<file path="config.mk">
export PLATFORM = sky130hd
export DESIGN_NAME = reg_wb_arbiter
export DESIGN_NICKNAME = d
export VERILOG_FILES = /design/src/rtl/reg_wb_arbiter.sv
export SDC_FILE = /design/constraint.sdc
export NUM_CORES = 1
export LEC_CHECK = 0
export ABC_AREA = 1
export CORE_MARGIN = 4
export CORE_UTILIZATION = 30
export DETAILED_ROUTE_END_ITERATION = 8
export PLACE_DENSITY_LB_ADDON = 0.25
export SYNTH_ARGS = -nofsm -noshare
export SYNTH_HDL_FRONTEND = slang
export SYNTH_SLANG_ARGS = --single-unit
export TNS_END_PERCENT = 30
</file>
<file path="constraint.sdc">
create_clock -name clk -period 7.1 [get_ports clk]
set_clock_uncertainty 0.2 [all_clocks]
set_input_delay 1.42 -clock clk [delete_from_list [all_inputs] [get_ports clk]]
set_output_delay 1.42 -clock clk [all_outputs]
set_load 0.01 [all_outputs]
</file>
<file path="src/rtl/reg_wb_arbiter.sv">
// reg_wb_arbiter: writeback front end for the RV32I register file write port.
// Merges the single-cycle ALU result with a small FIFO of long-latency
// results. It issues one registered write per cycle and answers
// pending-write queries for hazard detection.
// Optional build macro WB_STARVE_GUARD_EN: while the macro is defined, a FIFO
// head that has waited STARVE_LIMIT cycles takes the write port from the ALU,
// and the alu_stall output tells the ALU to hold its result.
module reg_wb_arbiter #(
  parameter int XLEN         = 32,
  parameter int DEPTH        = 2
`ifdef WB_STARVE_GUARD_EN
  ,
  parameter int STARVE_LIMIT = 4
`endif
) (
  input  logic                     clk,
  input  logic                     rst,
  input  logic                     alu_valid,
  input  logic [4:0]               alu_rd,
  input  logic [XLEN-1:0]          alu_data,
  input  logic                     lsu_valid,
  output logic                     lsu_ready,
  input  logic [4:0]               lsu_rd,
  input  logic [XLEN-1:0]          lsu_data,
  output logic [4:0]               rd_addr,
  output logic [XLEN-1:0]          rd_data,
  output logic                     reg_write,
  input  logic [4:0]               chk_addr,
  output logic                     chk_busy,
  output logic [$clog2(DEPTH):0]   pend_count
`ifdef WB_STARVE_GUARD_EN
  ,
  output logic                     alu_stall
`endif
);

  localparam int PW = $clog2(DEPTH);
  localparam int CW = PW + 1;

  // Slot storage. A live bit is set only when the slot is occupied and its
  // entry has not been killed by a younger ALU write.
  logic [4:0]      ent_rd   [DEPTH];
  logic [XLEN-1:0] ent_data [DEPTH];
  logic [DEPTH-1:0] ent_live, live_next, kill_mask;
  logic [PW-1:0]   wr_ptr, rd_ptr;
  logic [CW-1:0]   count;

  logic fifo_empty, push, pop, alu_issue, stall, head_live;

  assign fifo_empty = (count == '0);
  assign lsu_ready  = (count < CW'(DEPTH));
  assign push       = lsu_valid && lsu_ready && (lsu_rd != 5'd0);
  assign alu_issue  = alu_valid && (alu_rd != 5'd0) && !stall;
  assign pop        = !fifo_empty && !alu_issue;
  assign head_live  = ent_live[rd_ptr];
  assign pend_count = count;

`ifdef WB_STARVE_GUARD_EN
  localparam int SW = $clog2(STARVE_LIMIT + 1);
  logic [SW-1:0] starve_cnt;

  assign stall     = !fifo_empty && (starve_cnt >= SW'(STARVE_LIMIT));
  assign alu_stall = stall;

  // Count consecutive cycles a head sits in the FIFO without being popped.
  always_ff @(posedge clk) begin
    // NOTE: sequential state always uses non-blocking assignments so every
    // register samples pre-edge values, whatever the statement order.
    if (!rst)                    starve_cnt <= '0;
    else if (pop || fifo_empty)  starve_cnt <= '0;
    else                         starve_cnt <= starve_cnt + SW'(1);
  end
`else
  // Without the guard the ALU always wins; the FIFO drains in ALU-idle cycles.
  assign stall = 1'b0;
`endif

  // Kill older entries aimed at the register the ALU is writing now, retire
  // the popped head, and mark the new slot live last, so a same-cycle
  // enqueue (younger than the ALU write) survives.
  always_comb begin
    // NOTE: every always_comb output gets a default first, so no path can
    // leave it unassigned and infer a latch.
    kill_mask = '0;
    for (int i = 0; i < DEPTH; i++)
      kill_mask[i] = alu_issue && (ent_rd[i] == alu_rd);
    live_next = ent_live & ~kill_mask;
    if (pop)  live_next[rd_ptr] = 1'b0;
    if (push) live_next[wr_ptr] = 1'b1;
  end

  // Scoreboard query: only live entries count; x0 never reports busy.
  always_comb begin
    chk_busy = 1'b0;
    for (int i = 0; i < DEPTH; i++)
      if (ent_live[i] && (ent_rd[i] == chk_addr)) chk_busy = 1'b1;
    if (chk_addr == 5'd0) chk_busy = 1'b0;
  end

  // FIFO control state: pointers wrap naturally because DEPTH is a power of two.
  always_ff @(posedge clk) begin
    if (!rst) begin
      ent_live <= '0;
      wr_ptr   <= '0;
      rd_ptr   <= '0;
      count    <= '0;
    end else begin
      ent_live <= live_next;
      if (push) wr_ptr <= wr_ptr + PW'(1);
      if (pop)  rd_ptr <= rd_ptr + PW'(1);
      count <= count + CW'(push) - CW'(pop);
    end
  end

  // Slot payload written on enqueue.
  always_ff @(posedge clk) begin
    // NOTE: payload storage is deliberately not reset; the live bits and
    // occupancy count decide whether a slot means anything.
    if (push) begin
      ent_rd[wr_ptr]   <= lsu_rd;
      ent_data[wr_ptr] <= lsu_data;
    end
  end

  // Registered write port. Address and data hold their values when idle.
  always_ff @(posedge clk) begin
    if (!rst) begin
      reg_write <= 1'b0;
      rd_addr   <= '0;
      rd_data   <= '0;
    end else if (alu_issue) begin
      reg_write <= 1'b1;
      rd_addr   <= alu_rd;
      rd_data   <= alu_data;
    end else if (pop && head_live) begin
      reg_write <= 1'b1;
      rd_addr   <= ent_rd[rd_ptr];
      rd_data   <= ent_data[rd_ptr];
    end else begin
      reg_write <= 1'b0;
    end
  end

endmodule

</file>
======== Yosys cells after proc, flatten, opt, wreduce, memory -nomap -nowiden ========
Memories as Yosys holds them, arrays and structs flattened. A register that Yosys moved wholly into a read port is not among the register bits.
Index checks and enable logic that the tools add are counted.
word-level totals
  bits in registers ....................... 44
  bits in latches ......................... 0
  bits in writable memories ............... 74
  bits in read-only memories .............. 0
  bits of input ports ..................... 83
  output and inout port bits .............. 42
  logic and storage cells ................. 68
  memories kept ........................... 2
memory list
  name      words  width  read ports  clocked after Yosys merged registers in  write ports  line  text
  ent_data  2      32     1           1                                        1            43    logic [XLEN-1:0] ent_data [DEPTH];
  ent_rd    2      5      3           1                                        1            42    logic [4:0] ent_rd [DEPTH];
cells by class
  add/subtract/negate cells ............... 4
  multiply operators ...................... 0
  divide/modulo/power cells ............... 0
  order comparisons ....................... 5
  eq/ne operators ......................... 4
  shift operators ......................... 0
  muxes and demuxes ....................... 23
  bitwise gates (word level) .............. 5
  reduce and logical (&&, ||, !) cells .... 18
operators by type and width
  cell                   count
  $mux W32               2
  $eq A5 B5 Y1           4
  $mux W1                15
  $logic_and A1 B1 Y1    11
  $mux W5                2
  $reduce_bool A5 Y1     2
  $logic_not A5 Y1       1
  $and A2 B2 Y2          2
  $lt A1 B2 Y1 const B   2
  $mux W2                2
  $not A2 Y2             2
  $add A1 B1 Y1 const B  2
  $add A2 B1 Y2          1
  $demux W1 S1           2
  $ge A1 B1 Y1 const B   2
  $logic_not A1 Y1       2
  $logic_not A2 Y1       1
  $lt A2 B2 Y1 const B   1
  $or A2 B2 Y2           1
  $reduce_bool A2 Y1     1
  $sub A2 B1 Y2          1

======== Logic depth before layout (Yosys ltp) ========
  word-level depth ........................ 9
  gate-level depth with buffers ........... 11
  depth with buffers taken out ............ 11

======== Worst setup path before layout ========
OpenSTA, ideal clock, no wires.
  path kind ............................... input -> register
  from .................................... input port lsu_rd[3]
  to ...................................... memory ent_data[1][0] (enable)
  library setup time ...................... 433 ps
  data arrival time ....................... 3229 ps
  data required time ...................... 6467 ps
  setup slack ............................. 3238 ps
  stages on the path ...................... 4
  path buffers ............................ 0
  cell sequence ........................... nor3_1 -> nand2_1 -> nand3_1 -> nor2_1
between the ends
  word-level cells in the longest chain between the ends .. 4
RTL lines
  element                        line  text
  from (decl)                    23    input logic [4:0] lsu_rd,
  $reduce_bool A5 Y1             52    assign push = lsu_valid && lsu_ready && (lsu_rd != 5'd0);
  $logic_and A1 B1 Y1            52
  $mux W1                        119   if (push) begin
  $mux W1 (implied by the code)  121   ent_data[wr_ptr] <= lsu_data;
  to (decl)                      43
Every way passes these cells.

======== Final worst setup path ========
  from .................................... input port chk_addr[4]
  to ...................................... output port chk_busy
between the ends
  word-level cells in the longest chain between the ends .. 5
  elaborated cells on any way between the ends .. 8
  those cells by class .................... eq/ne: 2; mux: 3; reduce/logical: 3
RTL lines
  element                line  text
  from (decl)            28    input logic [4:0] chk_addr,
  $eq A5 B5 Y1           96    if (ent_live[i] && (ent_rd[i] == chk_addr)) chk_busy = 1'b1;
  $logic_and A1 B1 Y1    96
  $mux W1 (2 in series)  96
  $mux W1 *              97    if (chk_addr == 5'd0) chk_busy = 1'b0;
  to (decl)              29    output logic chk_busy,
Every way passes the cells marked *; elsewhere a longest branch is shown, timed or not.

==> flow_summary.yaml <==
pwr:
  power_density_nw_per_um2: 310.4
  ir_drop_mv: 0.1628
  power.leakage_nw: 3.025
placement:
  dpl.cell_count: 888
  place.gp.congestion: 0.7716
  place_hpwl_um: 8896
  dp_slack_ns: 2.317
  portBuffers: 124
worst_setup_path:
  r2r_cells: 7
  worstReg2RegEnd: "rd_data[15]$_SDFFE_PN0P_"
  start_kind: "primary input"
  critPathMaxFanout: 3
  crit_start: "chk_addr[4]"
  required_ns: 5.48
  r2r_slack_ns: 4.05
  endpoint: "chk_busy"
  endpoint_kind: "primary output"
  cp_data_arrival_time_ns: 3.21
  critical_path_class: "primary input to primary output"
timing:
  hold_violations: 0
  fmax_mhz: 207.1
  post-route-worst-setup-slack_ns: 2.270
  period_share_pct: 68.02
  worst_slew_pin_slew_ns: 1.187
  period_needed_ns: 4.830
  setup_tns_ns: 0
  setup_viol: 0
  relSlewSlack_pct: 20.40
  rsz0062_at_grt: "false"
  drv_slew: 0
clocking:
  clk_pin_slew_worst_paths_ns: 0.05
  cts_tree: "yes"
  cts.htree.levels: 4
  cts.sinks: 119
  post-cts-setup-buffers: 0
  cts_resized: 0
  cts_max_path_buffers: 2
  insertion_delay_ns: 0.40
  cts_hold_buf: 0
  cts-root-buf: "clkbuf_16"
  numCtsBuffers: 17
synthesis:
  synth_fp_nets: 649
  synth-adder-area-share_pct: 0.4955
  ys_warn_count: 0
  ys_seq_area_share_pct: 61.84
  ys_seq_elements: 119
  synthMuxAreaShare_pct: 0
  synth_xor_area_share_pct: 2.255
  syn_avg_cell_area_um2: 8.954
  synthSimpleGateAreaFrac_pct: 26.02
  synth_compound_area_share_pct: 2.725
  synthesis.area_um2: 5050
  synth_cells: 564
  synth_cell_types: 25
  synth_top_family_by_area: "simple AND/OR/NAND/NOR gates"
final_layout:
  drive_above_1_share_pct: 6.286
  nets: 772
  final_cells: 920
  areaGrowthSynthToFinish_pct: 39.22
  num_antenna_cells: 0
  num-fill-cells: 1609
global_routing:
  grt_pass1_wl_um: 20830
  grt_use_total_pct: 14.47
  grt_overflow: 0
  antenna_found_initial: 0
  grt_max_degree: 42
  grt_pass1_vias: 4112
die:
  core_area_um2: 16520
  rows: 47
  fp.dieW_um: 137.7
  die_h_um: 137.7
  initial_core_util_pct: 30.56
  io_pins: 125
  die_area_um2: 18970
drt:
  ant_nets: 0
  drt_pass1_iterations: 4
  route.detailed.drc: 0
  vias: 4078
  drt-vias-per-instance: 4.433
  avgRoutedWirePerCell_um: 14.57
  routed_wl_um: 13400
  drtIter0Drc: 187
outcome:
  status: "completed"
min_path:
  worstHoldPathType: "register to register"
job:
  max_cap_violations: 0
[cells in the mapped netlist]
master | n | share of area (%)
a211oi_1 | 1 | 0.15
a21oi_1 | 8 | 0.79
buf_1 | 2 | 0.15
buf_2 | 8 | 0.79
buf_4 | 2 | 0.30
buf_6 | 3 | 0.67
clkbuf_1 | 8 | 0.59
clkinv_1 | 1 | 0.074
dfxtp_1 | 45 | 18
edfxtp_1 | 74 | 44
ha_1 | 2 | 0.50
inv_1 | 52 | 3.9
inv_2 | 3 | 0.22
nand2_1 | 258 | 19
nand2_2 | 1 | 0.12
nand3_1 | 50 | 5.0
nor2_1 | 15 | 1.1
nor2_4 | 2 | 0.45
nor3_1 | 2 | 0.20
o211ai_1 | 4 | 0.59
o211ai_2 | 1 | 0.25
o21ai_0 | 7 | 0.69
o22ai_1 | 2 | 0.25
xnor2_1 | 6 | 1.0
xor2_1 | 7 | 1.2
[cells in the final DEF, fill, tap and decap left out, drive strengths merged]
| cell type | instances |
|---|---|
| o22ai | 2 |
| xor2 | 7 |
| ha | 2 |
| a211oi | 1 |
| clkdlybuf4s50 | 123 |
| inv | 57 |
| clkbuf | 18 |
| bufinv | 1 |
| a21oi | 8 |
| edfxtp | 74 |
| o211ai | 5 |
| clkinvlp | 5 |
| nor2 | 17 |
| dfxtp | 45 |
| o21ai | 7 |
| buf | 4 |
| nand2 | 259 |
| nor3 | 2 |
| xnor2 | 6 |
| nand3 | 50 |
| clkinv | 7 |
[per-stage QoR]
| stage | power (W) | cell area, µm² | utilization, % | hold WS (ns) |
|---|---|---|---|---|
| floorplan | 0.001184 | 5050 | - | 0.2453 |
| global placement | 0.001378 | 6466 | 39.13 | 0.2545 |
| detailed placement | 0.001390 | 6466 | 39.13 | 0.2612 |
| CTS | 0.002211 | 7030 | 42.55 | 0.2682 |
| global route | 0.002305 | 7030 | 42.55 | 0.3007 |
| finish | 0.002182 | 7030 | 42.55 | 0.2701 |
[routing by layer]
metal  track usage, %  wire, µm  vias up
met1            17.25      5849     1935
met3            3.397       530       12
met4            5.214       164        0
li1                 -         -     2042
met5                0         0        -
met2            25.41      6856       89
[critical path, cell delays in order]
cell and delay (ns):
clkdlybuf4s50_1 0.52, inv_1 0.09, nand2_1 0.06, o21ai_0 0.09, a21oi_1 0.19, nand3_1 0.12, a21oi_1 0.16, clkdlybuf4s50_1 0.55
[final cells by class]
| class | count | area [µm²] | share of cell area (%) |
|---|---|---|---|
| multi-input combinational | 366 | 1598 | 22.73 |
| sequential | 119 | 3124 | 44.44 |
| timing repair buffer | 127 | 1259 | 17.90 |
| inverter | 56 | 210.2 | 2.990 |
| clock inverter | 14 | 125.1 | 1.780 |
| tap | 220 | 275.3 | 3.915 |
| clock buffer | 18 | 439.2 | 6.247 |
[sequential cells by signal, indices dropped and copies added (netlist names), 2 cells and up, named ones only]
register / cells
ent_rd: 10
rd_data: 32
ent_live: 2
ent_data: 64
rd_addr: 5
pend_count: 2
[cell families (layout without fill, tap and decap cells)]
logic type      after synthesis  after routing
xor+xnor                     13             13
flops                       119            119
compound gates               23             23
simple gates                328            328
buf+inv                      79            215
fa+ha+maj                     2              2
[how the worst min path moves through the flow]
| stage | from | to | cells past startpoint |
|---|---|---|---|
| after floorplan | wr_ptr$_SDFFE_PN0P_ | wr_ptr$_SDFFE_PN0P_ | 2 |
| after global placement | wr_ptr$_SDFFE_PN0P_ | wr_ptr$_SDFFE_PN0P_ | 2 |
| after detailed placement | wr_ptr$_SDFFE_PN0P_ | wr_ptr$_SDFFE_PN0P_ | 2 |
| after CTS | wr_ptr$_SDFFE_PN0P_ | wr_ptr$_SDFFE_PN0P_ | 2 |
| after global routing | wr_ptr$_SDFFE_PN0P_ | wr_ptr$_SDFFE_PN0P_ | 2 |
| final | wr_ptr$_SDFFE_PN0P_ | wr_ptr$_SDFFE_PN0P_ | 2 |
[power breakdown]
part | switching [W] | leakage [nW] | internal, W | total, W
clock network | 0.000323 | 0.263 | 0.000491 | 0.000814
logic | 0.000263 | 1.70 | 0.000191 | 0.000454
registers | 0.0000657 | 1.06 | 0.000849 | 0.000915
total | 0.000651 | 3.03 | 0.00153 | 0.00218
No activity file was read; power rests on OpenSTA's default activity.
